<file path="src/rtl/alu_pipe_pkg.sv">
// alu_pipe_pkg: shared opcode encodings, multiplier FSM states and the
// opcode-legality helper for alu_pipe.
// Optional feature macro: ALU_PIPE_MUL_EN (makes OP_MUL a legal opcode).
package alu_pipe_pkg;

  localparam logic [3:0] OP_ADD = 4'h0;
  localparam logic [3:0] OP_SUB = 4'h1;
  localparam logic [3:0] OP_GTU = 4'h2;
  localparam logic [3:0] OP_LTU = 4'h3;
  localparam logic [3:0] OP_SLL = 4'h4;
  localparam logic [3:0] OP_SRL = 4'h5;
  localparam logic [3:0] OP_OR  = 4'h6;
  localparam logic [3:0] OP_AND = 4'h7;
  localparam logic [3:0] OP_XOR = 4'h8;
  localparam logic [3:0] OP_GTS = 4'h9;
  localparam logic [3:0] OP_LTS = 4'hA;
  localparam logic [3:0] OP_SRA = 4'hB;
  localparam logic [3:0] OP_MUL = 4'hC;

  typedef enum logic {
    ST_IDLE = 1'b0,
    ST_MUL  = 1'b1
  } mul_st_e;

  // Opcodes are dense from 0 upward, so legality is a single bound check.
  function automatic logic op_legal(input logic [3:0] op);
`ifdef ALU_PIPE_MUL_EN
    return op <= OP_MUL;
`else
    return op <= OP_SRA;
`endif
  endfunction

endpackage

</file>
<file path="src/rtl/alu_mul_iter.sv">
// alu_mul_iter: iterative shift-add multiplier, one multiplier bit per cycle.
// Ports:
//   clk, rst_n  clock / async active-low reset (aborts any multiply)
//   start       load operands (only honoured in IDLE)
//   a, b        multiplicand / multiplier
//   drain       output stage can take the product this cycle
//   busy        multiply in progress (FSM in MUL)
//   done        product valid and being handed off this cycle
//   product     low WIDTH bits of a*b
module alu_mul_iter
  import alu_pipe_pkg::*;
#(
  parameter int WIDTH = 32,
  parameter int CW    = $clog2(WIDTH + 1)
) (
  input  logic             clk,
  input  logic             rst_n,
  input  logic             start,
  input  logic [WIDTH-1:0] a,
  input  logic [WIDTH-1:0] b,
  input  logic             drain,
  output logic             busy,
  output logic             done,
  output logic [WIDTH-1:0] product
);

  mul_st_e          state, nxt;
  logic [WIDTH-1:0] mcand, mplier, acc;
  logic [CW-1:0]    cnt;

  always_ff @(posedge clk or negedge rst_n) begin
    if (!rst_n) state <= ST_IDLE;
    else        state <= nxt;
  end

  // Finishing waits on drain so a stalled output stage never loses a product.
  always_comb begin
    nxt  = state;
    done = 1'b0;
    case (state)
      ST_IDLE: if (start) nxt = ST_MUL;
      ST_MUL: if (cnt == '0 && drain) begin
        done = 1'b1;
        nxt  = ST_IDLE;
      end
      default: nxt = ST_IDLE;
    endcase
  end

  // Only the low WIDTH product bits are kept, so the multiplicand can be
  // shifted within WIDTH bits without losing anything that matters.
  always_ff @(posedge clk or negedge rst_n) begin
    if (!rst_n) begin
      mcand  <= '0;
      mplier <= '0;
      acc    <= '0;
      cnt    <= '0;
    end else if (state == ST_IDLE && start) begin
      mcand  <= a;
      mplier <= b;
      acc    <= '0;
      cnt    <= CW'(WIDTH);
    end else if (state == ST_MUL && cnt != '0) begin
      if (mplier[0]) acc <= acc + mcand;
      mcand  <= mcand << 1;
      mplier <= mplier >> 1;
      cnt    <= cnt - 1'b1;
    end
  end

  assign busy    = (state == ST_MUL);
  assign product = acc;

endmodule

</file>
<file path="src/rtl/alu_pipe.sv">
// alu_pipe: handshaked, registered ALU with full flag set.
// Optional feature macro: ALU_PIPE_MUL_EN (iterative MUL, opcode 4'hC).
// Ports:
//   clk, rst_n            clock / async active-low reset
//   in_valid, in_ready    input channel; op1, op2, operator qualify it
//   out_valid, out_ready  output channel; result and flags qualify it
//   result                registered result
//   isZero, negative      derived from registered result
//   carry, overflow, err  registered flags (ADD/SUB carry/ovf, illegal op)
module alu_pipe
  import alu_pipe_pkg::*;
#(
  parameter int WIDTH = 32,
  parameter int SHW   = $clog2(WIDTH)
) (
  input  logic             clk,
  input  logic             rst_n,
  input  logic             in_valid,
  output logic             in_ready,
  input  logic [WIDTH-1:0] op1,
  input  logic [WIDTH-1:0] op2,
  input  logic [3:0]       operator,
  output logic             out_valid,
  input  logic             out_ready,
  output logic [WIDTH-1:0] result,
  output logic             isZero,
  output logic             carry,
  output logic             overflow,
  output logic             negative,
  output logic             err
);

  logic             rdy_en, busy, out_free, in_fire, is_mul, mul_done;
  logic [WIDTH-1:0] mul_prod;
  logic [WIDTH:0]   sum, diff;
  logic [WIDTH-1:0] sra_v, res_c;
  logic [SHW-1:0]   shamt;
  logic             shift_oor, c_c, v_c, e_c;

  // Holds in_ready low through reset and the first edge after release.
  always_ff @(posedge clk or negedge rst_n) begin
    if (!rst_n) rdy_en <= 1'b0;
    else        rdy_en <= 1'b1;
  end

  assign out_free = !out_valid || out_ready;
  assign in_ready = rdy_en && !busy && out_free;
  assign in_fire  = in_valid && in_ready;

`ifdef ALU_PIPE_MUL_EN
  assign is_mul = (operator == OP_MUL);

  alu_mul_iter #(.WIDTH(WIDTH)) u_mul (
    .clk     (clk),
    .rst_n   (rst_n),
    .start   (in_fire && is_mul),
    .a       (op1),
    .b       (op2),
    .drain   (out_free),
    .busy    (busy),
    .done    (mul_done),
    .product (mul_prod)
  );
`else
  assign is_mul   = 1'b0;
  assign busy     = 1'b0;
  assign mul_done = 1'b0;
  assign mul_prod = '0;
`endif

  assign sum       = {1'b0, op1} + {1'b0, op2};
  assign diff      = {1'b0, op1} - {1'b0, op2};  // diff[WIDTH] is the borrow
  assign shamt     = op2[SHW-1:0];
  assign shift_oor = |op2[WIDTH-1:SHW];
  assign sra_v     = $signed(op1) >>> shamt;

  always_comb begin
    res_c = '0;
    c_c   = 1'b0;
    v_c   = 1'b0;
    e_c   = !op_legal(operator);
    case (operator)
      OP_ADD: begin
        res_c = sum[WIDTH-1:0];
        c_c   = sum[WIDTH];
        v_c   = (op1[WIDTH-1] == op2[WIDTH-1]) && (sum[WIDTH-1] != op1[WIDTH-1]);
      end
      OP_SUB: begin
        res_c = diff[WIDTH-1:0];
        c_c   = diff[WIDTH];
        v_c   = (op1[WIDTH-1] != op2[WIDTH-1]) && (diff[WIDTH-1] != op1[WIDTH-1]);
      end
      OP_GTU: res_c = {{(WIDTH-1){1'b0}}, op1 > op2};
      OP_LTU: res_c = {{(WIDTH-1){1'b0}}, op1 < op2};
      OP_SLL: res_c = shift_oor ? '0 : op1 << shamt;
      OP_SRL: res_c = shift_oor ? '0 : op1 >> shamt;
      OP_OR:  res_c = op1 | op2;
      OP_AND: res_c = op1 & op2;
      OP_XOR: res_c = op1 ^ op2;
      OP_GTS: res_c = {{(WIDTH-1){1'b0}}, $signed(op1) > $signed(op2)};
      OP_LTS: res_c = {{(WIDTH-1){1'b0}}, $signed(op1) < $signed(op2)};
      OP_SRA: res_c = shift_oor ? {WIDTH{op1[WIDTH-1]}} : sra_v;
      default: res_c = '0;  // illegal ops (and MUL, which is muxed below)
    endcase
  end

  // in_fire and mul_done are exclusive: busy blocks acceptance while a
  // multiply is outstanding.
  always_ff @(posedge clk or negedge rst_n) begin
    if (!rst_n) begin
      out_valid <= 1'b0;
      result    <= '0;
      carry     <= 1'b0;
      overflow  <= 1'b0;
      err       <= 1'b0;
    end else if (in_fire && !is_mul) begin
      out_valid <= 1'b1;
      result    <= res_c;
      carry     <= c_c;
      overflow  <= v_c;
      err       <= e_c;
    end else if (mul_done) begin
      out_valid <= 1'b1;
      result    <= mul_prod;
      carry     <= 1'b0;
      overflow  <= 1'b0;
      err       <= 1'b0;
    end else if (out_ready) begin
      out_valid <= 1'b0;
    end
  end

  assign isZero   = (result == '0);
  assign negative = result[WIDTH-1];

endmodule

</file>
<file path="config.mk">
export PLATFORM = sky130hd
export DESIGN_NAME = alu_pipe
export DESIGN_NICKNAME = d
export VERILOG_FILES = /design/src/rtl/alu_pipe_pkg.sv /design/src/rtl/alu_mul_iter.sv /design/src/rtl/alu_pipe.sv
export SDC_FILE = /design/constraint.sdc
export NUM_CORES = 1
export LEC_CHECK = 0
export ABC_AREA = 1
export CORE_MARGIN = 2
export CORE_UTILIZATION = 40
export DETAILED_ROUTE_END_ITERATION = 16
export MAX_ROUTING_LAYER = met4
export PLACE_DENSITY = 0.63
export SKIP_CTS_REPAIR_TIMING = 1
export SYNTH_ARGS = -nofsm -noshare
export SYNTH_HDL_FRONTEND = slang
export SYNTH_SLANG_ARGS = --single-unit
</file>
<file path="constraint.sdc">
create_clock -name clk -period 1.7 [get_ports clk]
set_input_delay 0.34 -clock clk [delete_from_list [all_inputs] [get_ports clk]]
set_output_delay 0.34 -clock clk [all_outputs]
set_load 0.1 [all_outputs]
</file>
## After elaboration in Yosys (flattened, before gate mapping)

Cells that the tools add are included.

| storage, ports and cells | value |
|---|---|
| register bits after elaboration | 37 |
| output and inout port bits | 39 |
| word-level logic and storage cells | 53 |
| input port bits | 72 |

| operators by class | value |
|---|---|
| bitwise gates (word level) | 3 |
| order comparisons | 5 |
| equal/unequal tests | 15 |
| mux-type cells | 8 |
| reductions and logical operators | 11 |
| add/subtract/negate cells | 2 |
| shifts and indexed selects | 3 |

Operators with widths:

| cell | count |
|---|---|
| $pmux 32 s12 | 1 |
| $mux 32 | 3 |
| $gt 32x32->1 | 2 |
| $lt 32x32->1 | 2 |
| $add 32x32->33 | 1 |
| $sub 32x32->33 | 1 |
| $and 32x32->32 | 1 |
| $logic_not 32->1 | 1 |
| $or 32x32->32 | 1 |
| $shl 32x5->32 | 1 |
| $shr 32x5->32 | 1 |
| $sshr 32x5->32 | 1 |
| $xor 32x32->32 | 1 |
| $reduce_or 27->1 | 1 |
| $eq 4x3->1 const B | 4 |
| $eq 4x4->1 const B | 4 |
| $eq 4x2->1 const B | 2 |
| $eq 4x1->1 const B | 1 |
| $le 4x4->1 const B | 1 |
| $logic_and 1x1->1 | 4 |
| $logic_not 4->1 | 1 |
| $pmux 1 s2 | 2 |
| $ne 1x1->1 | 3 |
| $logic_not 1->1 | 2 |
| other kinds (4) | 5 |

## Depth between registers and ports, before layout

Gate-level depths: netlist (run 1).

| logic depth | value |
|---|---|
| depth in word-level cells | 5 |
| depth in mapped cells | 21 |
| mapped depth without buffers | 18 |

## Least setup slack after synthesis (run 1)

Ideal clock, no wire load.

| timing path | value |
|---|---|
| path kind | register to register |
| start point | register out_valid |
| end point | register result[31] |
| data required time | 1.632 ns |
| period minus slack after synthesis | 2.882 ns |
| path slack | -1.182 ns |
| arrival | 2.815 ns |
| setup time | 0.068 ns |
| buffers on the path | 2 |
| cell stages (with the launch flop) | 9 |
| path through | dfrtp_1 inv_1 o21a_1 nand2_1 inv_1 clkbuf_1 clkbuf_1 nand2_1 nand2_1 |

| on the way | value |
|---|---|
| longest elaborated chain between the ends | 4 |

Ends and longest elaborated chain:

| item | line | RTL |
|---|---|---|
| from (decl) | alu_pipe.sv:23 | `output logic out_valid,` |
| from (signal assigned) | alu_pipe.sv:111 | `out_valid <= 1'b0;` |
| from (signal assigned) | alu_pipe.sv:117 | `out_valid <= 1'b1;` |
| from (signal assigned) | alu_pipe.sv:123 | `out_valid <= 1'b1;` |
| $logic_not 1->1 | alu_pipe.sv:46 | `assign out_free = !out_valid \|\| out_ready;` |
| $logic_or 1x1->1 | alu_pipe.sv:46 |  |
| $logic_and 1x1->1 | alu_pipe.sv:47 | `assign in_ready = rdy_en && !busy && out_free;` |
| net in_ready | alu_pipe.sv:19 | `output logic in_ready,` |
| $logic_and 1x1->1 | alu_pipe.sv:48 | `assign in_fire = in_valid && in_ready;` |
| to (signal assigned) | alu_pipe.sv:118 | `result <= res_c;` |
| to (signal assigned) | alu_pipe.sv:124 | `result <= mul_prod;` |
| to (decl) | alu_pipe.sv:25 | `output logic [WIDTH-1:0] result,` |

The timed path passes the listed nets, and every way through them passes these cells.
A chain may end at the register's enable or synchronous reset.

## Final worst setup path (run 1)

| timing path | value |
|---|---|
| start point | input port op1[2] |
| end point | register result[17] |

| on the way | value |
|---|---|
| longest elaborated chain between the ends | 3 |
| elaborated cells between the ends (all ways) | 9 |
| classes of those cells | add/sub: 2; shift: 3; mux: 4 |

Ends and longest elaborated chain:

| item | line | RTL |
|---|---|---|
| from (decl) | alu_pipe.sv:20 | `input logic [WIDTH-1:0] op1,` |
| parallel branches: the longest is 2 deep, another holds $sub 32x32->33 | n/a |  |
| $pmux 32 s12 * | alu_pipe.sv:82 | `case (operator)` |

Every way passes the cells marked *.

==> out/qor.yml, run 1 <==
outcome:
  status: "finished, violations left"
  violations: "setup timing"
synth:
  synthArstFlopShare_pct: 100
  syn-mean-instance-area_sq_um: 5.18
  synth-seq-area-share_pct: 7.90
  syn-num-nets: 2436
  synthCells: 2264
  synth_area_sq_um: 11700
  synth_ff_type: "dfrtp_1"
  yosysWarnings: 0
  synth-edff-count: 0
  yosys.cell_types.count: 51
  ys_seq_elements: 37
sta:
  setup_viol: 35
  holdWs_ps: 529
  report.final.slew_viol_count: 0
  tightest_slew_ps: 750
  min_period_ps: 2600
  tns_ps: -16770
  rsz0062_at_grt: "true"
  post-route-period-util_pct: 153
  setup_ws_ps: -903
  skew_ps: 6.59
  finalHoldViolations: 0
  max-slew-margin-rel_pct: 50.0
  clock.fmax_ghz: 0.384
cts:
  clockBufferDepth: 2
  cts_tree: "done"
  clk_pin_slew_ps: 60
  clock_sinks: 37
  cts_buffers: 5
  clock_latency_ps: 290
  cts_max_level: 2
  cts_root_buf: "clkbuf_16"
global_routing:
  grt_pass1_wl_um: 103000
  grt_usage_pct: 45.7
  grt_max_degree: 39
  antenna_found_initial: 3
  grt_overflow_total: 0
  grt_pass1_vias: 17600
place:
  placed_area_sq_um: 17900
  dpl.hpwl_um: 59700
  io_buffers: 110
  place_congestion: 1.13
  pre_cts_ws_ps: -1490
worst_setup_path:
  r2r-start: "out_valid$_DFFE_PN0P_"
  cp-start-kind: "input pin"
  ff2ff_path_depth: 8
  cp.required_ps: 1930
  timing.rr.end: "result[25]$_DFFE_PN0P_"
  crit_type: "input pin to register"
  crit_path_end_kind: "register"
  path_max_fanout: 7
  reg2reg_slack_ps: 160
  worst_ep_arrival_time_ps: 2830
die:
  core_sq_um: 28800
  ioPinCount: 111
  die_y_um: 175
  dieArea_sq_um: 30700
  std_cell_rows: 62
  die_x_um: 175
  start_util_pct: 40.7
power_and_ir_drop:
  p_per_area_nw_per_um2: 487
  peakVddDrop_v: 0.000505
  p_leak_nw: 11.1
final_layout:
  final_util_pct: 76.7
  nets: 3108
  layout_commonest_cell: "nand2_1"
  mostFrequentLayoutCells: "nand2_1 (604), buf_4 (583), nand3_1 (269), nand2_2 (157), inv_1 (129)"
  area_growth_pct: 88.4
  drive_gt1_share_pct: 51.5
  final_area_sq_um: 22100
worst_hold_path:
  hp-class: "input pin to asynchronous set/reset pin"
job:
  max_cap_viol_count: 0
route:
  ant_nets: 0
  first_iter_violations: 2860
  viasPerCell: 6.09
  drtPass1Iterations: 10
  route.detailed.drc: 0
  route.vias.total: 20200
  wl_um: 80800
  wl_per_cell_um: 24.3
## worst max-delay path: stages
cell	delay, ps
buf_2	120
inv_2	50
ha_4	360
buf_6	130
nand3_4	80
nand2_8	110
nand2_4	60
nand2_4	110
nand2_4	70
nand2_4	170
nand2_2	110
a21oi_1	620
nor2_2	90
nand4_1	220
nand2_1	90
nand2_1	70
## metal layers
layer,GRT usage (%),up-vias,share of wire [%]
li1,-,8754,-
met1,56.9,9378,36
met2,71.4,1577,43
met3,9.12,535,12
met4,20.7,0,8.5
met5,-,-,0
## worst max path at each step
| stage | start | end | cells past startpoint |
|---|---|---|---|
| floorplan | op2[3] | result[26]$_DFFE_PN0P_ | 18 |
| global placement | op2[10] | result[15]$_DFFE_PN0P_ | 14 |
| detailed placement | op1[10] | result[15]$_DFFE_PN0P_ | 14 |
| CTS | op1[10] | overflow$_DFFE_PN0P_ | 15 |
| global route | op1[2] | result[17]$_DFFE_PN0P_ | 16 |
| finish | op1[2] | result[17]$_DFFE_PN0P_ | 16 |
## area by class of cell
cell class | count | area, sq um
Clock inverter | 1 | 30.0
Timing Repair Buffer | 766 | 6950
Sequential cell | 37 | 967
Multi-Input combinational cell | 1876 | 12500
Tap cell | 384 | 480
Fill cell | 2128 | 6700
Antenna cell | 3 | 7.51
Inverter | 250 | 1050
Clock buffer | 7 | 143
## state kept, by name, summed over array words and instances (netlist names)
register	count
carry	1
err	1
out_valid	1
overflow	1
rdy_en	1
result	32
## synth_stat cells, types with 4 or more instances
| cell | n | area share, % |
|---|---|---|
| a21oi_1 | 120 | 5.1 |
| a221oi_1 | 8 | 0.60 |
| a31oi_1 | 4 | 0.21 |
| and2_1 | 9 | 0.48 |
| buf_1 | 13 | 0.42 |
| buf_2 | 45 | 1.9 |
| buf_4 | 20 | 1.3 |
| buf_6 | 5 | 0.48 |
| clkbuf_1 | 16 | 0.51 |
| dfrtp_1 | 37 | 7.9 |
| ha_1 | 98 | 10 |
| inv_1 | 235 | 7.5 |
| inv_2 | 14 | 0.45 |
| nand2_1 | 815 | 26 |
| nand2_2 | 10 | 0.53 |
| nand3_1 | 336 | 14 |
| nand3b_1 | 4 | 0.26 |
| nand4_1 | 36 | 1.9 |
| nor2_1 | 205 | 6.6 |
| nor2_2 | 4 | 0.21 |
| nor2_4 | 5 | 0.48 |
| nor3_1 | 23 | 0.98 |
| nor4_1 | 10 | 0.53 |
| o211ai_1 | 19 | 1.2 |
| o21a_1 | 5 | 0.32 |
| o21ai_0 | 99 | 4.2 |
| o21ai_1 | 9 | 0.38 |
| o21bai_1 | 17 | 1.1 |
| o221ai_1 | 6 | 0.45 |
## where the power goes
| group | internal, W | switching [W] |
|---|---|---|
| registers | 0.00102 | 0.000169 |
| logic | 0.00335 | 0.00510 |
| clock network | 0.000733 | 0.000376 |
| total | 0.00510 | 0.00564 |
## cells by family (layout without fill, tap and decap cells)
group | Yosys count | count (layout) | share of synthesized area (%)
and+or+nand+nor | 1468 | 1468 | 53.5
xor gates and xnor gates | 3 | 3 | 0.224
AOI/OAI and AO/OA | 304 | 304 | 14.8
adders and majority gates | 100 | 100 | 10.8
DFF | 37 | 37 | 7.90
other | 1 | 4 | 0.0320
buffers and inverters | 351 | 1024 | 12.7
## per-stage QoR
stage,cells,total power (W)
after global routing,3324,0.0111
final,3324,0.0107
after detailed placement,3235,0.00767
after CTS,3243,0.00878
after floorplan,2264,0.00442
after global placement,3235,0.00759
Power figures use the tool's default switching activity.
==> run 2, diff against run 1 <==
Settings changed: SKIP_LAST_GASP from default to 1.
Clock period 1.7 ns to 2.95 ns, I/O delays scaled along.
==> out/qor.yml, run 2 (same netlist as run 1, synthesis figures left out) <==
outcome:
  status: "finished clean"
final_layout:
  final_util_pct: 58.4  # -18 points
  antennaDiodeCount: 0  # -3
  nets: 2880  # -7.3%
  regMostFlops: "result"
  area_growth_pct: 43.4
  mostFrequentLayoutCells: "nand2_1 (783), buf_4 (451), nand3_1 (332), inv_1 (229), nor2_1 (168)"
  drive_gt1_share_pct: 24.5  # -27 points
  largest_register_ffs: 32  # unchanged
  ff_latch_area_sq_um: 926  # -4.3%
  final_area_sq_um: 16800  # -24%
  multiInputGateArea_sq_um: 9910  # -20%
  filler_cell_count: 2996  # +41%
  layout_commonest_cell: "nand2_1"
cts:
  cts_root_buf: "clkbuf_16"
  cts_max_level: 2  # unchanged
  clockBufferDepth: 2  # unchanged
  clk_pin_slew_ps: 70  # about the same
  clock_sinks: 37  # unchanged
  cts_buffers: 5  # unchanged
  clock_latency_ps: 310  # +20 ps
  cts_tree: "done"
die:
  die_y_um: 175  # unchanged
  die_x_um: 175  # unchanged
  std_cell_rows: 62  # unchanged
  ioPinCount: 111  # unchanged
  core_sq_um: 28800  # unchanged
  start_util_pct: 40.7  # unchanged
  dieArea_sq_um: 30700  # unchanged
route:
  viasPerCell: 5.77  # -5.3%
  route.detailed.drc: 0  # unchanged
  wl_um: 68800  # -15%
  first_iter_violations: 2187  # -24%
  route.vias.total: 17800  # -12%
  wl_per_cell_um: 22.2  # -8.5%
  drtPass1Iterations: 6  # -4
  ant_nets: 0  # unchanged
place:
  placed_area_sq_um: 16000  # -11%
  place_congestion: 1.07  # -5.1%
  dpl.hpwl_um: 57500  # -3.7%
  io_buffers: 110  # unchanged
sta:
  max-slew-margin-rel_pct: 36.0  # -14 points
  report.final.slew_viol_count: 0  # unchanged
  skew_ps: 11.8  # +5.26 ps
  tns_ps: 0  # +16,770 ps
  holdWs_ps: 437  # -91.7 ps
  finalHoldViolations: 0  # unchanged
  post-route-period-util_pct: 99.6
  tightest_slew_ps: 960  # +210 ps
  setup_viol: 0  # -100%
  min_period_ps: 2940
  rsz0062_at_grt: "true"
  clock.fmax_ghz: 0.340
worst_setup_path:
  slowest_stage: "clkdlybuf4s50_1"
  cp_common_cell: "nand2_1"
  cp.required_ps: 3150  # +1220 ps
  path_cells: "clkdlybuf4s50_1 > inv_1 > ha_4 > buf_4 > nor2_2 > nand2_1 > nor2_2 > nand4_1 > nor2_2 > nand3b_1 > nand2_1 > nand2_2 > nand4_1 > nand2_1 > nand2_1"
  crit_type: "input pin to register"
  crit_path_end_kind: "register"
  max_stage_delay_ps: 490  # -130 ps
  worst_ep_arrival_time_ps: 3140  # +310 ps
  path_max_fanout: 3  # -4
  cp-start-kind: "input pin"
power_and_ir_drop:
  p_per_area_nw_per_um2: 284  # -42%
  p_int_w: 0.00212  # -58%
  swShare_pct: 55.5  # +3.0 points
  power.switching_w: 0.00265  # -53%
  combPwrFrac_pct: 74.1  # -4.5 points
  p_seq_share_pct: 13.8  # +2.7 points
  p_leak_nw: 9.09  # -18%
  peakVddDrop_v: 0.000233  # -54%
  p_clk_share_pct: 12.1  # +1.8 points
job:
  max_cap_viol_count: 0  # unchanged
global_routing:
  grt_max_degree: 70  # +79%
  antenna_found_initial: 0  # -3
  grt_overflow_total: 0  # unchanged
  grt_pass1_wl_um: 99800  # -2.9%
  grt_pass1_vias: 16600  # -5.5%
  grt_usage_pct: 44.6  # -1.2 points
worst_hold_path:
  hp-class: "input pin to asynchronous set/reset pin"
run 2: cell count changes in the layout (fill, tap and decap cells not counted), moves of 55 or more:
cell	before	now
nor2_1	103	168
buf_4	583	451
clkdlybuf4s50_1	2	61
nand3_2	60	5
nand2_4	60	4
buf_6	70	1
nand3_1	269	332
nand2_2	157	40
nand2_1	604	783
inv_2	92	20
inv_1	129	229
run 2: final cells by class:
type / count / area share (%)
clock buffers: 6 / 0.767
clock inverters: 2 / 0.0596
inverters: 250 / 5.60
multi-input cells: 1876 / 59.0
flip-flops and latches: 37 / 5.51
well taps: 384 / 2.86
repair buffers: 538 / 26.2
run 2: per-layer routing:
layer / vias to the layer above / part of all wire [%] / GRT usage, %
met5: - / 0 / -
met4: 0 / 5.8 / 21.2
met3: 235 / 9.9 / 7.25
met2: 1083 / 44 / 69.7
met1: 8267 / 40 / 55.9
li1: 8251 / - / -
run 2: final timing paths:
path,from,end,slack (ps),depth (start not counted)
worst max-delay path,op1[9],result[0]$_DFFE_PN0P_,10,15
worst max register to register,out_valid$_DFFE_PN0P_,result[3]$_DFFE_PN0P_,1290,8
min in group clk,overflow$_DFFE_PN0P_,overflow$_DFFE_PN0P_,500,2
max in group asynchronous,rst_n,result[20]$_DFFE_PN0P_,1910,1
worst min-delay path,rst_n,result[17]$_DFFE_PN0P_,440,1
worst min register to register,overflow$_DFFE_PN0P_,overflow$_DFFE_PN0P_,500,2
run 2: metrics by stage:
stage | cells | worst slack, ps | power, W
after floorplan | 2264 | 67.6 | 0.00248
after global placement | 3075 | -669 | 0.00391
after detailed placement | 3075 | -632 | 0.00393
after CTS | 3083 | -342 | 0.00451
after global routing | 3093 | -76.0 | 0.00499
final | 3093 | 10.6 | 0.00478
run 2: power by group through the flow:
| stage | sequential [W] | combinational (W) | clock, W |
|---|---|---|---|
| 4_1_cts | 0.000656 | 0.00328 | 0.000573 |
| 2_1_floorplan | 0.00114 | 0.00134 | 0 |
| 3_3_place_gp | 0.000664 | 0.00325 | 0 |
| 6_report | 0.000661 | 0.00354 | 0.000577 |
| 3_5_place_dp | 0.000663 | 0.00327 | 0 |
| 5_1_grt | 0.000665 | 0.00374 | 0.000588 |
run 2: critical path: cells and delay by family:
kind / cells / cell delay [ps]
fa+ha+maj: 1 / 290
buf+inv: 3 / 770
simple gates: 11 / 1480
==> run 3, diff against run 2 <==
Settings changed: CORE_MARGIN 2 to default.
==> out/qor.yml, run 3 (same netlist as run 1, synthesis figures left out) <==
final_layout:
  filler_cell_count: 3056  # +2.0%
  ff_latch_area_sq_um: 926  # unchanged
  layout_commonest_cell: "nand2_1"
  fin_cells: 3071  # -0.71%
  area_growth_pct: 40.7
  mostFrequentLayoutCells: "nand2_1 (795), buf_4 (427), nand3_1 (333), inv_1 (231), nor2_1 (169)"
  drive_gt1_share_pct: 22.8  # -1.7 points
  multiInputGateArea_sq_um: 9760  # -1.5%
  largest_register_ffs: 32  # unchanged
  regMostFlops: "result"
  nets: 2856  # -0.83%
global_routing:
  grt_max_degree: 70  # unchanged
  grt_overflow_total: 0  # unchanged
  grt_pass1_vias: 16800  # +1.0%
  grt_pass1_wl_um: 101000  # +0.97%
  antenna_found_initial: 2  # +2
  grt_usage_pct: 45.8  # +1.2 points
cts:
  cts_root_buf: "clkbuf_16"
  clock_latency_ps: 310  # about the same
  clk_pin_slew_ps: 80  # about the same
  clockBufferDepth: 2  # unchanged
  cts_buffers: 5  # unchanged
  cts_max_level: 2  # unchanged
  cts_tree: "done"
  clock_sinks: 37  # unchanged
sta:
  clock.fmax_ghz: 0.338  # -0.54%
  finalHoldViolations: 0  # unchanged
  setup_ws_ps: -5.22  # -15.9 ps
  tns_ps: -5.22  # -5.22 ps
  rsz0062_at_grt: "true"
  tightest_slew_ps: 993  # +33.0 ps
  report.final.slew_viol_count: 0  # unchanged
  skew_ps: 18.9  # +7.04 ps
  setup_viol: 1  # +1
  min_period_ps: 2960  # +15.9 ps
  post-route-period-util_pct: 100  # +0.54 points
  max-slew-margin-rel_pct: 33.8  # -2.2 points
die:
  dieArea_sq_um: 30000  # -2.3%
  ioPinCount: 111  # unchanged
  start_util_pct: 40.7  # unchanged
  die_y_um: 173  # -1.1%
  std_cell_rows: 62  # unchanged
  die_x_um: 173  # -1.1%
  core_sq_um: 28800  # unchanged
place:
  io_buffers: 110  # unchanged
  place_congestion: 1.04  # -3.1%
  dpl.hpwl_um: 57300  # -0.29%
  placed_cells: 3060  # -0.49%
worst_setup_path:
  crit_path_end_kind: "register"
  cp-start-kind: "input pin"
  worst_ep_arrival_time_ps: 3150  # about the same
  cp_common_cell: "nand2_1"
  slowest_stage: "clkdlybuf4s50_1"
  path_max_fanout: 5  # +2
  crit_type: "input pin to register"
  max_stage_delay_ps: 480  # about the same
  ff2ff_path_depth: 7  # -1
  cp.required_ps: 3140  # about the same
  reg2reg_slack_ps: 1170  # -120 ps
  r2r-start: "out_valid$_DFFE_PN0P_"
  path_cells: "clkdlybuf4s50_1 > inv_1 > ha_4 > buf_4 > nor2_1 > inv_1 > nor2_2 > buf_4 > nand4_1 > nor2_1 > nand3b_1 > nand2_1 > nand2_1 > nand4_1 > nand2_1 > nand2_1"
  timing.rr.end: "result[3]$_DFFE_PN0P_"
route:
  viasPerCell: 5.77  # about the same
  drtPass1Iterations: 6  # unchanged
  ant_nets: 0  # unchanged
  route.vias.total: 17700  # -0.62%
  wl_um: 68600  # -0.29%
  route.detailed.drc: 0  # unchanged
  first_iter_violations: 2300  # +5.2%
  wl_per_cell_um: 22.3  # +0.42%
outcome:
  status: "finished, violations left"
  violations: "setup timing"
power_and_ir_drop:
  power_w: 0.00471  # -1.5%
  p_per_area_nw_per_um2: 286  # +0.40%
  peakVddDrop_v: 0.000286  # +23%
  p_leak_nw: 8.95  # -1.5%
job:
  max_cap_viol_count: 0  # unchanged
worst_hold_path:
  hp-class: "input pin to asynchronous set/reset pin"
-- run 3: metrics by stage --
stage	instance area, sq um	util [%]	hold WS (ps)	worst slack (ps)
after CTS	16000	55.6	459	-192
final	16500	57.3	433	-5.22
after global placement	15900	55.1	490	-475
after detailed placement	15900	55.1	495	-493
after floorplan	11700	-	294	67.6
after global routing	16500	57.3	492	-117
-- run 3: final cells by class --
cell class / count / share of cell area [%]
multi-input combinational: 1876 / 59.2
inverter: 250 / 5.71
clock inverter: 2 / 0.0607
clock buffer: 6 / 0.782
sequential: 37 / 5.62
tap: 384 / 2.92
timing repair buffer: 514 / 25.7
antenna: 2 / 0.0304
-- run 3: power by group --
part | leakage [nW] | internal, W | switching [W]
sequential | 0.489 | 0.000576 | 0.0000885
combinational | 8.39 | 0.00119 | 0.00226
clock | 0.0706 | 0.000313 | 0.000277
total | 8.95 | 0.00208 | 0.00263
-- run 3: worst max path at each step --
stage | from | end | slack [ps] | depth (start not counted)
after CTS | op1[0] | result[14]$_DFFE_PN0P_ | -190 | 17
after global routing | op1[6] | result[0]$_DFFE_PN0P_ | -120 | 16
after global placement | op1[0] | result[14]$_DFFE_PN0P_ | -470 | 17
final | op1[7] | result[0]$_DFFE_PN0P_ | -5 | 16
after detailed placement | op1[0] | result[14]$_DFFE_PN0P_ | -490 | 17
after floorplan | out_valid$_DFFE_PN0P_ | result[31]$_DFFE_PN0P_ | 70 | 8
-- run 3: per-layer routing --
metal  share of wire, %  vias to the layer above  GRT usage, %
met5                  0                        -             -
met4                6.5                        0          24.0
met3                 11                      229          8.66
met2                 43                     1080          71.0
met1                 39                     8214          56.4
li1                   -                     8203             -
-- run 3: critical path, delay by kind of cell --
| kind | cells | cell delay, ps |
|---|---|---|
| fa+ha+maj | 1 | 290 |
| buf+inv | 5 | 960 |
| simple gates | 10 | 1300 |
